--- config.mk ---
export PLATFORM = sky130hd
export DESIGN_NAME = glorb_fetch
export DESIGN_NICKNAME = d
export VERILOG_FILES = /design/src/rtl/glorb_pkg.sv /design/src/rtl/glorb_sync_fifo.sv /design/src/rtl/glorb_fetch.sv
export SDC_FILE = /design/constraint.sdc
export NUM_CORES = 1
export LEC_CHECK = 0
export ABC_AREA = 0
export BUFFER_PORTS_ARGS = -buffer_cell sky130_fd_sc_hd__buf_2
export CORE_MARGIN = 2
export CORE_UTILIZATION = 55
export CTS_CLUSTER_DIAMETER = 80
export DETAILED_ROUTE_END_ITERATION = 12
export PLACE_DENSITY = 0.78
export SYNTH_ARGS = -nofsm -noshare
export SYNTH_HDL_FRONTEND = slang
export SYNTH_SLANG_ARGS = --single-unit
--- constraint.sdc ---
create_clock -name clk -period 5.62 [get_ports clk]
set_input_delay 0.562 -clock clk [delete_from_list [all_inputs] [get_ports clk]]
set_output_delay 0.562 -clock clk [all_outputs]
set_load 0.02 [all_outputs]
--- src/rtl/glorb_pkg.sv ---
// Shared definitions for the glorb fetch stage and its consumers.
package glorb_pkg;

    localparam int GLORB_IW       = 8;
    localparam int GLORB_AW       = 8;
    localparam int GLORB_RESET_PC = 0;

    typedef enum logic [1:0] {
        ST_IDLE  = 2'd0,
        ST_FETCH = 2'd1,
        ST_DRAIN = 2'd2
    } state_e;

    // Bundle handed to execute; FIFO entries use the same {pc, insn} packing.
    typedef struct packed {
        logic [GLORB_AW-1:0] pc;
        logic [GLORB_IW-1:0] insn;
    } fetch_bundle_t;

endpackage

--- src/rtl/glorb_sync_fifo.sv ---
// Synchronous FIFO with flush; head entry is read straight from storage flops.
module glorb_sync_fifo #(
    parameter int DEPTH = 2,
    parameter int W     = 16
) (
    input  logic                         clk,
    input  logic                         rst_n,
    input  logic                         flush,
    input  logic                         push,
    input  logic [W-1:0]                 wdata,
    input  logic                         pop,
    output logic [W-1:0]                 rdata,
    output logic [$clog2(DEPTH+1)-1:0]   count,
    output logic                         full,
    output logic                         empty
);

    localparam int PW = $clog2(DEPTH);
    localparam int CW = $clog2(DEPTH + 1);

    logic [W-1:0]  mem_q [DEPTH];
    logic [W-1:0]  mem_d [DEPTH];
    logic [PW-1:0] wr_q, wr_d, rd_q, rd_d;
    logic [CW-1:0] cnt_q, cnt_d;
    logic          do_pop;

    assign do_pop = pop && !empty;

    // Pointers wrap naturally because DEPTH is a power of two.
    always_comb begin
        mem_d = mem_q;
        wr_d  = wr_q;
        rd_d  = rd_q;
        cnt_d = cnt_q;
        if (flush) begin
            wr_d  = '0;
            rd_d  = '0;
            cnt_d = '0;
        end else begin
            if (push) begin
                mem_d[wr_q] = wdata;
                wr_d        = wr_q + PW'(1);
            end
            if (do_pop) begin
                rd_d = rd_q + PW'(1);
            end
            cnt_d = cnt_q + CW'(push) - CW'(do_pop);
        end
    end

    always_ff @(posedge clk or negedge rst_n) begin
        if (!rst_n) begin
            for (int unsigned i = 0; i < DEPTH; i++) begin
                mem_q[i] <= '0;
            end
            wr_q  <= '0;
            rd_q  <= '0;
            cnt_q <= '0;
        end else begin
            mem_q <= mem_d;
            wr_q  <= wr_d;
            rd_q  <= rd_d;
            cnt_q <= cnt_d;
        end
    end

    assign rdata = mem_q[rd_q];
    assign count = cnt_q;
    assign empty = (cnt_q == '0);
    assign full  = (cnt_q == CW'(DEPTH));

endmodule

--- src/rtl/glorb_fetch.sv ---
// Instruction fetch: owns the PC, issues credit-limited in-order requests and
// buffers responses for execute; redirects flush and drop stale responses.
module glorb_fetch
    import glorb_pkg::*;
#(
    parameter int            IW       = GLORB_IW,
    parameter int            AW       = GLORB_AW,
    parameter int            DEPTH    = 2,
    parameter logic [AW-1:0] RESET_PC = AW'(GLORB_RESET_PC)
) (
    input  logic          clk,
    input  logic          rst_n,
    output logic          imem_req_valid,
    input  logic          imem_req_ready,
    output logic [AW-1:0] imem_req_addr,
    input  logic          imem_rsp_valid,
    input  logic [IW-1:0] imem_rsp_data,
    input  logic          redirect_valid,
    input  logic [AW-1:0] redirect_pc,
    output logic          insn_valid,
    input  logic          insn_ready,
    output logic [IW-1:0] insn_data,
    output logic [AW-1:0] insn_pc
);

    localparam int CW = $clog2(DEPTH + 1);
    localparam int OW = CW + 1;

    state_e        state_q, state_d;
    logic [AW-1:0] pc_q, pc_d;
    logic [AW-1:0] rsp_pc_q, rsp_pc_d;
    logic [CW-1:0] outst_q, outst_d;
    logic [CW-1:0] stale_q, stale_d;

    logic [CW-1:0]      fifo_count;
    logic               fifo_full, fifo_empty;
    logic [IW+AW-1:0]   fifo_rdata;
    logic               push, pop, flush, req_accept;
    logic [OW-1:0]      occupancy;

    assign insn_valid = !fifo_empty;
    assign pop        = insn_valid && insn_ready;

    // A slot freed by this cycle's pop is reusable immediately, which is what
    // sustains one instruction per cycle with a one-cycle memory.
    assign occupancy      = OW'(fifo_count) + OW'(outst_q) - OW'(pop);
    assign imem_req_valid = (state_q == ST_FETCH) && (occupancy < OW'(DEPTH));
    assign imem_req_addr  = pc_q;
    assign req_accept     = imem_req_valid && imem_req_ready;

    always_comb begin
        state_d  = state_q;
        pc_d     = pc_q;
        rsp_pc_d = rsp_pc_q;
        stale_d  = stale_q;
        push     = 1'b0;
        flush    = 1'b0;
        outst_d  = outst_q + CW'(req_accept) - CW'(imem_rsp_valid);

        if (req_accept) begin
            pc_d = pc_q + AW'(1);
        end
        if (imem_rsp_valid) begin
            if (stale_q != '0) begin
                stale_d = stale_q - CW'(1);
            end else begin
                push     = 1'b1;
                rsp_pc_d = rsp_pc_q + AW'(1);
            end
        end

        case (state_q)
            ST_IDLE:  state_d = ST_FETCH;
            ST_FETCH: state_d = ST_FETCH;
            ST_DRAIN: if (stale_d == '0) state_d = ST_FETCH;
            default:  state_d = ST_IDLE;
        endcase

        // Everything still in flight after this cycle becomes stale.
        if (redirect_valid) begin
            flush    = 1'b1;
            push     = 1'b0;
            pc_d     = redirect_pc;
            rsp_pc_d = redirect_pc;
            stale_d  = outst_d;
            state_d  = (outst_d != '0) ? ST_DRAIN : ST_FETCH;
        end
    end

    always_ff @(posedge clk or negedge rst_n) begin
        if (!rst_n) begin
            state_q  <= ST_IDLE;
            pc_q     <= RESET_PC;
            rsp_pc_q <= RESET_PC;
            outst_q  <= '0;
            stale_q  <= '0;
        end else begin
            state_q  <= state_d;
            pc_q     <= pc_d;
            rsp_pc_q <= rsp_pc_d;
            outst_q  <= outst_d;
            stale_q  <= stale_d;
        end
    end

    glorb_sync_fifo #(
        .DEPTH (DEPTH),
        .W     (IW + AW)
    ) u_fifo (
        .clk   (clk),
        .rst_n (rst_n),
        .flush (flush),
        .push  (push),
        .wdata ({rsp_pc_q, imem_rsp_data}),
        .pop   (pop),
        .rdata (fifo_rdata),
        .count (fifo_count),
        .full  (fifo_full),
        .empty (fifo_empty)
    );

    assign insn_data = fifo_rdata[IW-1:0];
    assign insn_pc   = fifo_rdata[IW+AW-1:IW];

    a_no_overflow: assert property (@(posedge clk) disable iff (!rst_n)
        !(push && fifo_full && !pop));

endmodule
Word level (Yosys, flattened, before mapping)

Cells that the tools add are included.
W data, S select, Z words.

Bits in registers: 58
Bits of input ports: 22
Word-level logic and storage cells: 77

$add $sub $neg: 11
Bitwise logic cells: 3
Reductions and logical operators: 18
Muxes and demuxes: 27
Eq/ne operators: 4
Magnitude comparators: 4

Operators with widths:

| operator              | number |
|---|---|
| $mux W16              | 4 |
| $mux W8               | 5 |
| $bwmux W32            | 1 |
| $add A8 B1 Y8 const B | 2 |
| $demux W16 S1         | 1 |
| $mux W2               | 7 |
| $reduce_bool A2 Y1    | 6 |
| $mux W1               | 8 |
| $logic_not A2 Y1      | 3 |
| $logic_and A1 B1 Y1   | 5 |
| $add A2 B1 Y2         | 2 |
| $ge A2 B2 Y1 const B  | 2 |
| $not A1 Y2            | 2 |
| $pmux W2 S2           | 1 |
| $reduce_and A2 Y1     | 2 |
| $sub A2 B1 Y2         | 2 |
| $add A2 B2 Y3         | 1 |
| $lt A3 B2 Y1 const B  | 1 |
| $ne A3 B3 Y1 const B  | 1 |
| $sub A3 B1 Y3         | 1 |
| $add A1 B1 Y1 const B | 2 |
| $eq A2 B1 Y1 const B  | 1 |
| $eq A2 B2 Y1 const B  | 1 |
| $lt A2 B1 Y1 const B  | 1 |
| 5 further kinds       | 5 |

Depth between registers and ports, before layout

Gate-level depths: netlist (run 1).

Word-level depth: 12
Depth in mapped cells: 16
Mapped depth without buffers: 16

Cells and area by module

From an unflattened synthesis (run 1), not the netlist that was laid out.

Cell total of the unflattened synthesis: 221
Area, all modules: 2922.8 µm²

Modules (own cells, without submodules):

| module          | times used | area each (µm²) | sequential area each (µm²) | cells an instance |
|---|---|---|---|---|
| glorb_sync_fifo | 1          | 1625.3          | 900.9                      | 105 |
| glorb_fetch     | 1          | 1297.5          | 550.5                      | 116 |

Least setup slack after synthesis (run 1)

Ideal clock, no wire load.

Path type: register to register
Start: register u_fifo.cnt_q[1] (netlist: u_fifo.count[1])
End: register state_q[1]
Buffers on the path: 0
Slack: 2139 ps
Stages on the path, launching flop included: 17
Required time: 5487 ps
Period minus slack after synthesis: 3481 ps
Arrival time: 3348 ps
Cell sequence: dfrtp_1 > or2_2 > and2_1 > ha_1 > inv_1 > nand2_1 > fa_1 > nand4b_1 > nor2_1 > inv_1 > ha_1 > inv_1 > ha_1 > xnor2_1 > xnor2_1 > o21ai_0 > o31ai_1

Longest elaborated chain between the ends: 12
Elaborated cells on any way between the ends: 13
Those cells by class: 4 x add/sub; 1 x order compare; 2 x mux; 6 x reduce/logical

Ends and longest elaborated chain:

| item                     | RTL line              | source |
|---|---|---|
| start: declaration       | glorb_sync_fifo.sv:24 | `logic [CW-1:0] cnt_q, cnt_d;` |
| start signal: assignment | glorb_sync_fifo.sv:63 | `cnt_q <= cnt_d;` |
| $logic_not A2 Y1         | glorb_sync_fifo.sv:69 | `assign empty = (cnt_q == '0);` |
| $logic_not A1 Y1         | glorb_fetch.sv:41     | `assign insn_valid = !fifo_empty;` |
| via insn_valid           | glorb_fetch.sv:20     | `output logic insn_valid,` |
| $logic_and A1 B1 Y1      | glorb_fetch.sv:42     | `assign pop = insn_valid && insn_ready;` |
| $sub A3 B1 Y3            | glorb_fetch.sv:46     | `assign occupancy = OW'(fifo_count) + OW'(outst_q) - OW'(pop);` |
| $lt A3 B2 Y1             | glorb_fetch.sv:47     | `assign imem_req_valid = (state_q == ST_FETCH) && (occupancy < OW'(DEPTH));` |
| $logic_and A1 B1 Y1      | glorb_fetch.sv:47     |  |
| $logic_and A1 B1 Y1      | glorb_fetch.sv:49     | `assign req_accept = imem_req_valid && imem_req_ready;` |
| $add A2 B1 Y2            | glorb_fetch.sv:58     | `outst_d = outst_q + CW'(req_accept) - CW'(imem_rsp_valid);` |
| $sub A2 B1 Y2            | glorb_fetch.sv:58     |  |
| via outst_d[1]           | glorb_fetch.sv:32     | `logic [CW-1:0] outst_q, outst_d;` |
| $reduce_bool A2 Y1       | glorb_fetch.sv:86     | `state_d = (outst_d != '0) ? ST_DRAIN : ST_FETCH;` |
| $mux W2                  | glorb_fetch.sv:86     |  |
| $mux W2                  | glorb_fetch.sv:80     | `if (redirect_valid) begin` |
| end signal: assignment   | glorb_fetch.sv:98     | `state_q <= state_d;` |
| end: declaration         | glorb_fetch.sv:29     | `state_e state_q, state_d;` |

The timed path passes the listed nets, and every way through them passes these cells.
A chain may end at the register's enable or synchronous reset.

Final worst setup path (run 1)

Start: register u_fifo.cnt_q[1] (netlist: u_fifo.count[1])
End: register state_q[1]

Longest elaborated chain between the ends: 12
Elaborated cells on any way between the ends: 13
Those cells by class: 4 x add/sub; 1 x order compare; 2 x mux; 6 x reduce/logical

Ends and longest elaborated chain:

| item                                                                  | RTL line |
|---|---|
| parallel branches: the longest is 3 deep, another holds $add A2 B2 Y3 | n/a |
| $sub A3 B1 Y3 *                                                       | glorb_fetch.sv:46 |
| $lt A3 B2 Y1 *                                                        | glorb_fetch.sv:47 |
| $logic_and A1 B1 Y1 *                                                 | glorb_fetch.sv:47 |
| $logic_and A1 B1 Y1 *                                                 | glorb_fetch.sv:49 |
| $add A2 B1 Y2 *                                                       | glorb_fetch.sv:58 |
| $sub A2 B1 Y2 *                                                       | glorb_fetch.sv:58 |
| via outst_d[1]                                                        | glorb_fetch.sv:32 |
| $reduce_bool A2 Y1 *                                                  | glorb_fetch.sv:86 |
| $mux W2 *                                                             | glorb_fetch.sv:86 |
| $mux W2 *                                                             | glorb_fetch.sv:80 |

Mark *: on every way through the listed nets, which the timed path passes.

==> flow_summary.yaml, run 1 <==
global_routing:
  grt_max_degree: 59
  gr-total-overflow: 0
  antenna_found_initial: 0
  grt_pass1_vias: 1900
  grt_pass1_wl_um: 9360
  grt_use_total: 0.208
clock_network:
  cts_tree: "done"
  clk_path_buf_depth: 2
  hold_buffers: 0
  cts-root-buf: "clkbuf_8"
  htreeDepth: 3
  clk_pin_slew_ns: 0.07
  cts_setup_buffers: 0
  cts_resized: 0
  insertion_delay_ns: 0.34
  cts_sinks: 58
  numCtsBuffers: 9
timing:
  rsz0062_at_grt: "no"
  maxSlewViolCount: 0
  fin_crit_ns: 3.79
  tightest_slew_ns: 0.803
  max_freq_mhz: 264
  relSlewSlack: 0.463
  hold_viol: 0
  setup_tns_ns: 0
  setup_violations: 0
  fin_crit_sh: 0.674
  clock_skew_ns: 0.00910
  finalWorstSetupSlack_ns: 1.83
placement:
  gp_congestion: 0.833
  dp.cells: 332
  portBuffers: 47
  placed_cell_area_um2: 3180
  place_ws_ns: 1.86
  dp_hpwl_um: 3640
yosys:
  yosysWarnings: 0
  ys_ff_latch: 58
  ys_types: 36
  async_reset_ff_frac: 1.00
  synth_fp_nets: 252
  syn_area_per_cell_um2: 13.2
  synth-main-ff-cell: "dfrtp_1"
  synth_commonest_cells: "dfrtp_1 (58), mux2_2 (52), xnor2_1 (12)"
  synth_area_leaders: "dfrtp_1 (50%), mux2_2 (20%), mux2_4 (5.2%)"
  synth.most_common_cell: "dfrtp_1"
  yosys.area.top_type_share: 0.498
  netlist_area_um2: 2910
  synthCells: 221
  synth_edf_count: 0
  yosysTopAreaCell: "dfrtp_1"
  seq_area_frac_synth: 0.498
die:
  die_area_um2: 5890
  fp.dieW_um: 76.8
  start_util: 0.570
  ioPinCount: 48
  dieHeight_um: 76.8
  num_rows: 26
  fp.coreArea_um2: 5110
worst_setup_path:
  arrival_ns: 4.00
  start_kind: "flip-flop"
  end_kind: "flip-flop"
  r2r.worst_path.cells: 16
  crit_required_ns: 5.83
  crit_fanout: 7
  worst-setup-path-type: "reg -> reg"
power_and_ir_drop:
  power.leakage_nw: 1.58
  p_per_area_nw_per_um2: 568
  power_mw: 1.93
  vdd_drop_max_mv: 0.266
outcome:
  outcome: "completed"
final_layout:
  nNetsFinal: 304
  area_growth_pct: 16.8
  post_route_cells_drive_above_1_share: 0.468
  num_antenna_cells: 0
  instances_no_fill: 348
  final_area_um2: 3400
flow_run:
  cap_violations: 0
drt:
  drc: 0
  wl_per_cell_um: 15.8
  vias: 1856
  postRouteAntennaNets: 0
  vias_per_cell: 5.33
  firstDrtPassIters: 4
  drt-total-wl_um: 5490
  dr.first_iter.drc_count: 112
min_path:
  hold_path_class: "in -> async"
critical path, stage by stage (launching register included):
cell,delay [ns]
dfrtp_1,0.38
or2_2,0.30
and2_1,0.21
ha_1,0.28
inv_1,0.08
nand2_1,0.07
fa_1,0.52
nand4b_1,0.27
nor2_1,0.31
inv_1,0.08
ha_1,0.27
inv_1,0.03
ha_1,0.18
xnor2_1,0.13
xnor2_1,0.15
o21ai_0,0.29
o31ai_1,0.12
cell usage in the layout (no fill, tap or decap), types with 4 or more instances in the layout:
master	instances
mux2_2	52
ha_1	8
mux2_4	10
clkbuf_8	10
inv_1	7
nand2_1	10
xor2_1	9
nand4_1	5
buf_2	47
nor3_1	6
nor2_1	6
xnor2_1	12
nand3_1	4
dfrtp_1	58
where the power goes:
group,switching (mW),internal (mW)
Clock,0.167,0.260
Sequential,0.137,0.584
Combinational,0.395,0.388
Total,0.700,1.23
flip-flops by register name, indices dropped and copies added (netlist names):
| register | count |
|---|---|
| rsp_pc_q | 8 |
| stale_q | 2 |
| u_fifo.wr_q | 1 |
| outst_q | 2 |
| state_q | 2 |
| u_fifo.mem_q | 32 |
| imem_req_addr | 8 |
| u_fifo.count | 2 |
| u_fifo.rd_q | 1 |
layout make-up:
cell class / instances / area [µm²]
multi-input cells: 148 / 1370
repair buffers: 48 / 243
flip-flops and latches: 58 / 1450
clock buffers: 11 / 141
clock inverters: 5 / 77.6
well taps: 70 / 87.6
inverters: 8 / 30.0
fillers: 398 / 1710
per-layer routing:
layer	routed length, µm	track usage	up-vias
li1	-	-	888
met1	2510	0.273	917
met2	2620	0.317	41
met3	230	0.0471	10
met4	125	0.125	0
met5	0	0	-
logic make-up after synthesis:
logic type | count (synthesis) | synth area share
compound gates | 8 | 0.0159
mux | 63 | 0.256
fa+ha+maj | 9 | 0.0413
simple gates | 47 | 0.0941
buf+inv | 15 | 0.0309
xor+xnor | 21 | 0.0632
flops | 58 | 0.498
worst paths after layout:
path | from | end | slack, ns
max | u_fifo.count[1] | state_q[1] | 1.83
min | rst_n | u_fifo.count[0] | 0.36
max reg2reg | u_fifo.count[1] | state_q[1] | 1.83
min reg2reg | u_fifo.mem_q[5] | u_fifo.mem_q[5] | 0.50
max in group asynchronous | rst_n | rsp_pc_q[5] | 4.78
min in group clk | imem_rsp_data[1] | u_fifo.mem_q[17] | 0.47
through the flow:
| step | utilization | hold WS [ns] |
|---|---|---|
| after floorplan | - | 0.266 |
| after global placement | 0.623 | 0.481 |
| after detailed placement | 0.623 | 0.487 |
| after CTS | 0.666 | 0.380 |
| after global routing | 0.666 | 0.423 |
| final | 0.666 | 0.356 |
Note: power is estimated with default switching activity, not from simulation.
==> run 2: changes to the inputs <==
==> constraint.sdc (replaced) <==
create_clock -name clk -period 3.8 [get_ports clk]
set_input_delay 0.38 -clock clk [delete_from_list [all_inputs] [get_ports clk]]
set_output_delay 0.38 -clock clk [all_outputs]
set_load 0.02 [all_outputs]
==> run 2 against run 1 <==
Design area decreased by 0.92%. Count of clock-buffer cells in the layout increased by 1. Critical path depth unchanged. Critical endpoint is now state_q[0]. Via count is 0.22% higher.
==> flow_summary.yaml, run 2 (synthesized netlist as in run 1, its figures left out) <==
outcome:
  outcome: "completed"
global_routing:
  grt_max_degree: 34
  gr-total-overflow: 0
  grt_pass1_vias: 1908
  antenna_found_initial: 0
  grt_use_total: 0.201
  grt_pass1_wl_um: 9220
drt:
  drc: 0
  drt-total-wl_um: 5370
  firstDrtPassIters: 4
  postRouteAntennaNets: 0
  vias: 1860
  dr.first_iter.drc_count: 83
  vias_per_cell: 5.34
  wl_per_cell_um: 15.4
die:
  start_util: 0.570
  fp.coreArea_um2: 5110
  fp.dieW_um: 76.8
  dieHeight_um: 76.8
  num_rows: 26
  ioPinCount: 48
  die_area_um2: 5890
worst_setup_path:
  crit_fanout: 3
  crit_required_ns: 4.02
  start_kind: "flip-flop"
  end_kind: "flip-flop"
  arrival_ns: 3.72
  worst-setup-path-type: "reg -> reg"
timing:
  rsz0062_at_grt: "no"
  hold_viol: 0
  maxSlewViolCount: 0
  relSlewSlack: 0.463
  setup_violations: 0
  setup_tns_ns: 0
  tightest_slew_ns: 0.804
  max_freq_mhz: 286
  fin_crit_sh: 0.920
  fin_crit_ns: 3.50
  clock_skew_ns: 0.00652
clock_network:
  hold_buffers: 0
  cts_setup_buffers: 0
  clk_path_buf_depth: 2
  insertion_delay_ns: 0.33
  cts_resized: 0
  cts_tree: "done"
  htreeDepth: 3
  cts_sinks: 58
  cts-root-buf: "clkbuf_8"
  clk_pin_slew_ns: 0.06
  numCtsBuffers: 9
final_layout:
  num_antenna_cells: 0
  post_route_cells_drive_above_1_share: 0.475
  instances_no_fill: 348
  area_growth_pct: 15.7
  final_common_cell: "dfrtp_1"
  largest_reg_flops: 32
  top_register: "u_fifo.mem_q"
  nNetsFinal: 305
  most-common-layout-cells: "dfrtp_1 (58), mux2_2 (52), buf_2 (47), xnor2_1 (11), clkbuf_8 (11)"
flow_run:
  cap_violations: 0
placement:
  gp_congestion: 0.788
  portBuffers: 47
  dp.cells: 333
  dp_hpwl_um: 3840
power_and_ir_drop:
  p_per_area_nw_per_um2: 816
  power_mw: 2.75
  power.leakage_nw: 1.57
  vdd_drop_max_mv: 0.511
min_path:
  hold_path_class: "in -> async"
-- run 2: stage by stage --
step	setup WS (ns)	hold WS [ns]	area (µm²)	utilization
finish	0.302	0.0406	3370	0.660
detailed placement	0.180	0.410	3190	0.624
floorplan	0.319	0.0844	2910	-
global placement	0.373	0.418	3190	0.624
CTS	0.176	0.0441	3360	0.658
global route	0.0412	0.0698	3370	0.660
-- run 2: final timing paths --
check                                       from                to  slack [ns]  cells past startpoint
worst min register to register  u_fifo.mem_q[26]  u_fifo.mem_q[26]        0.50                      1
worst max register to register   u_fifo.count[1]        state_q[0]        0.30                     16
worst max-delay path             u_fifo.count[1]        state_q[0]        0.30                     16
min in group clk                  redirect_pc[3]       rsp_pc_q[3]        0.30                      2
max in group asynchronous                  rst_n  u_fifo.mem_q[28]        2.92                      2
worst min-delay path                       rst_n   u_fifo.count[1]        0.04                      1
-- run 2: area by class of cell --
cell class	count	area, µm²
fillers	419	1740
flip-flops and latches	58	1450
multi-input cells	148	1380
repair buffers	49	250
clock buffers	12	155
well taps	70	87.6
inverters	8	30.0
clock inverters	3	15.0
-- run 2: layer usage --
layer / wire length [µm] / vias up / GRT usage
li1: - / 879 / -
met2: 2570 / 40 / 0.308
met1: 2500 / 933 / 0.275
met5: 0 / - / 0
met4: 67 / 0 / 0.0709
met3: 235 / 8 / 0.0588
-- run 2: critical path, cell delays in order (launching register included) --
cell and delay [ns]:
dfrtp_1 0.38, or2_2 0.30, and2_1 0.20, ha_1 0.28
inv_1 0.08, nand2_1 0.06, fa_1 0.52, nand4b_1 0.17
nor2_2 0.19, inv_1 0.06, ha_1 0.27, inv_1 0.04
ha_1 0.18, xnor2_1 0.13, xnor2_1 0.25, o21ai_0 0.15
o21a_1 0.13
-- run 2: power by group --
part / switching, mW / internal, mW
logic: 0.596 / 0.595
registers: 0.204 / 0.864
clock network: 0.225 / 0.265
==> run 3: changes to the inputs <==
--- a/config.mk
+++ b/config.mk
@@ -12,6 +12,7 @@
 export CTS_CLUSTER_DIAMETER = 80
 export DETAILED_ROUTE_END_ITERATION = 12
 export PLACE_DENSITY = 0.78
+export RECOVER_POWER = 25
 export SYNTH_ARGS = -nofsm -noshare
 export SYNTH_HDL_FRONTEND = slang
 export SYNTH_SLANG_ARGS = --single-unit
==> run 3 against run 2 <==
The run now ends with capacitance limit, slew limit left. Wire length about the same. Clock skew about the same. Via count up 0.16%. Count of clock-buffer cells in the layout unchanged. Sequential share of layout area up 0.064 points. Final cell count unchanged. Die area unchanged. Critical path type unchanged. Largest power group unchanged.
==> flow_summary.yaml, run 3 (synthesized netlist as in run 1, its figures left out) <==
final_layout:
  largest_reg_flops: 32
  area_growth_pct: 15.6
  most-common-layout-cells: "dfrtp_1 (58), mux2_2 (52), buf_2 (46), xnor2_1 (11), clkbuf_8 (11)"
  final_common_cell: "dfrtp_1"
  top_register: "u_fifo.mem_q"
  num_antenna_cells: 0
  final_area_um2: 3360
  nNetsFinal: 305
  post_route_cells_drive_above_1_share: 0.468
timing:
  max_freq_mhz: 287
  setup_tns_ns: 0
  rsz0062_at_grt: "no"
  fin_crit_ns: 3.48
  hold_viol: 0
  fin_crit_sh: 0.917
  clock_skew_ns: 0.00649
  tightest_slew_ns: 1.74
  maxSlewViolCount: 34
  setup_violations: 0
  relSlewSlack: -0.158
clock_network:
  cts_tree: "done"
  insertion_delay_ns: 0.33
  clk_path_buf_depth: 2
  clk_pin_slew_ns: 0.06
  numCtsBuffers: 9
  cts_setup_buffers: 0
  htreeDepth: 3
  cts_sinks: 58
  cts-root-buf: "clkbuf_8"
drt:
  dr.first_iter.drc_count: 81
  drc: 0
  postRouteAntennaNets: 0
  vias: 1863
  wl_per_cell_um: 15.4
  firstDrtPassIters: 4
  vias_per_cell: 5.35
  drt-total-wl_um: 5370
power_and_ir_drop:
  vdd_drop_max_mv: 0.511
  p_per_area_nw_per_um2: 817
  power.leakage_nw: 1.57
placement:
  gp_congestion: 0.788
  dp_hpwl_um: 3840
  placed_cell_area_um2: 3190
  portBuffers: 47
worst_setup_path:
  start_kind: "flip-flop"
  arrival_ns: 3.68
  crit_required_ns: 4.00
  critPathSlowestCell: "fa_1"
  path_cells: "or2_2 > and2_1 > ha_1 > inv_1 > nand2_1 > fa_1 > nand4b_1 > nor2_2 > inv_1 > ha_1 > inv_1 > ha_1 > xnor2_1 > xnor2_1 > o21ai_0 > o31ai_1"
  crit_fanout: 3
  cp_slowest_stage_delay_ns: 0.52
  critical_path.top_delay_family: "adder cells"
  worst-setup-path-type: "reg -> reg"
  crit_buf_inv: 3
  end_kind: "flip-flop"
flow_run:
  cap_violations: 1
global_routing:
  gr-total-overflow: 0
  grt_pass1_wl_um: 9220
  grt_max_degree: 34
  grt_pass1_vias: 1908
  grt_use_total: 0.201
  antenna_found_initial: 0
outcome:
  outcome: "finished with violations"
  violations: "capacitance limit, slew limit"
die:
  die_area_um2: 5890
  start_util: 0.570
  num_rows: 26
  fp.dieW_um: 76.8
  dieHeight_um: 76.8
  fp.coreArea_um2: 5110
  ioPinCount: 48
min_path:
  hold_path_class: "in -> reg"
==> run 3: changes by cell type in the layout (fill, tap and decap cells not counted), sizes merged <==
cell    change
buf         -2
clkbuf      +2
==> run 3: worst register-to-register path, stage by stage, from the launching register on <==
cell,delay [ns]
dfrtp_1,0.38
or2_2,0.30
and2_1,0.20
ha_1,0.28
inv_1,0.08
nand2_1,0.06
fa_1,0.52
nand4b_1,0.17
nor2_2,0.19
inv_1,0.06
ha_1,0.27
inv_1,0.04
ha_1,0.18
xnor2_1,0.13
xnor2_1,0.16
o21ai_0,0.22
o31ai_1,0.12
==> run 3: area by class of cell <==
class,count,area (µm²)
clock buffers,12,155
flip-flops and latches,58,1450
clock inverters,3,15.0
inverters,8,30.0
fillers,422,1740
repair buffers,49,245
well taps,70,87.6
multi-input cells,148,1380
==> run 3: through the flow <==
| stage | total power [mW] | worst slack [ns] | utilization | hold WS (ns) | cells |
|---|---|---|---|---|---|
| 2_1_floorplan | 1.93 | 0.319 | - | 0.0844 | 221 |
| 3_3_place_gp | 2.19 | 0.373 | 0.624 | 0.418 | 333 |
| 3_5_place_dp | 2.25 | 0.180 | 0.624 | 0.410 | 333 |
| 4_1_cts | 2.76 | 0.176 | 0.658 | 0.0441 | 348 |
| 5_1_grt | 2.95 | 0.0412 | 0.659 | 0.278 | 348 |
| 6_report | 2.75 | 0.316 | 0.659 | 0.295 | 348 |
==> run 3: final timing paths <==
check	startpoint	cells after the start	slack, ns	end
max	u_fifo.count[1]	16	0.32	state_q[1]
min	redirect_pc[3]	2	0.29	rsp_pc_q[3]
max reg2reg	u_fifo.count[1]	16	0.32	state_q[1]
min reg2reg	u_fifo.mem_q[26]	1	0.50	u_fifo.mem_q[26]
max in group asynchronous	rst_n	2	1.21	u_fifo.mem_q[28]
min in group asynchronous	rst_n	1	0.34	u_fifo.count[1]
==> run 3: layer usage <==
| layer | vias to the layer above | part of all wire | global-route usage |
|---|---|---|---|
| li1 | 881 | - | - |
| met1 | 932 | 0.46 | 0.275 |
| met2 | 42 | 0.48 | 0.308 |
| met3 | 8 | 0.044 | 0.0588 |
| met4 | 0 | 0.012 | 0.0709 |
| met5 | - | 0 | 0 |
==> run 3: what timing repair did <==
action / CTS / global route
setup endpoints to repair: 0 / 2
hold endpoints to repair: 0 / 0
hold buffers: 0 / 0
resized for setup: 0 / 2
==> run 3: power breakdown <==
group          internal [mW]  switching (mW)  total, mW
logic                  0.595           0.595       1.19
clock network          0.265           0.225      0.491
registers              0.864           0.203       1.07
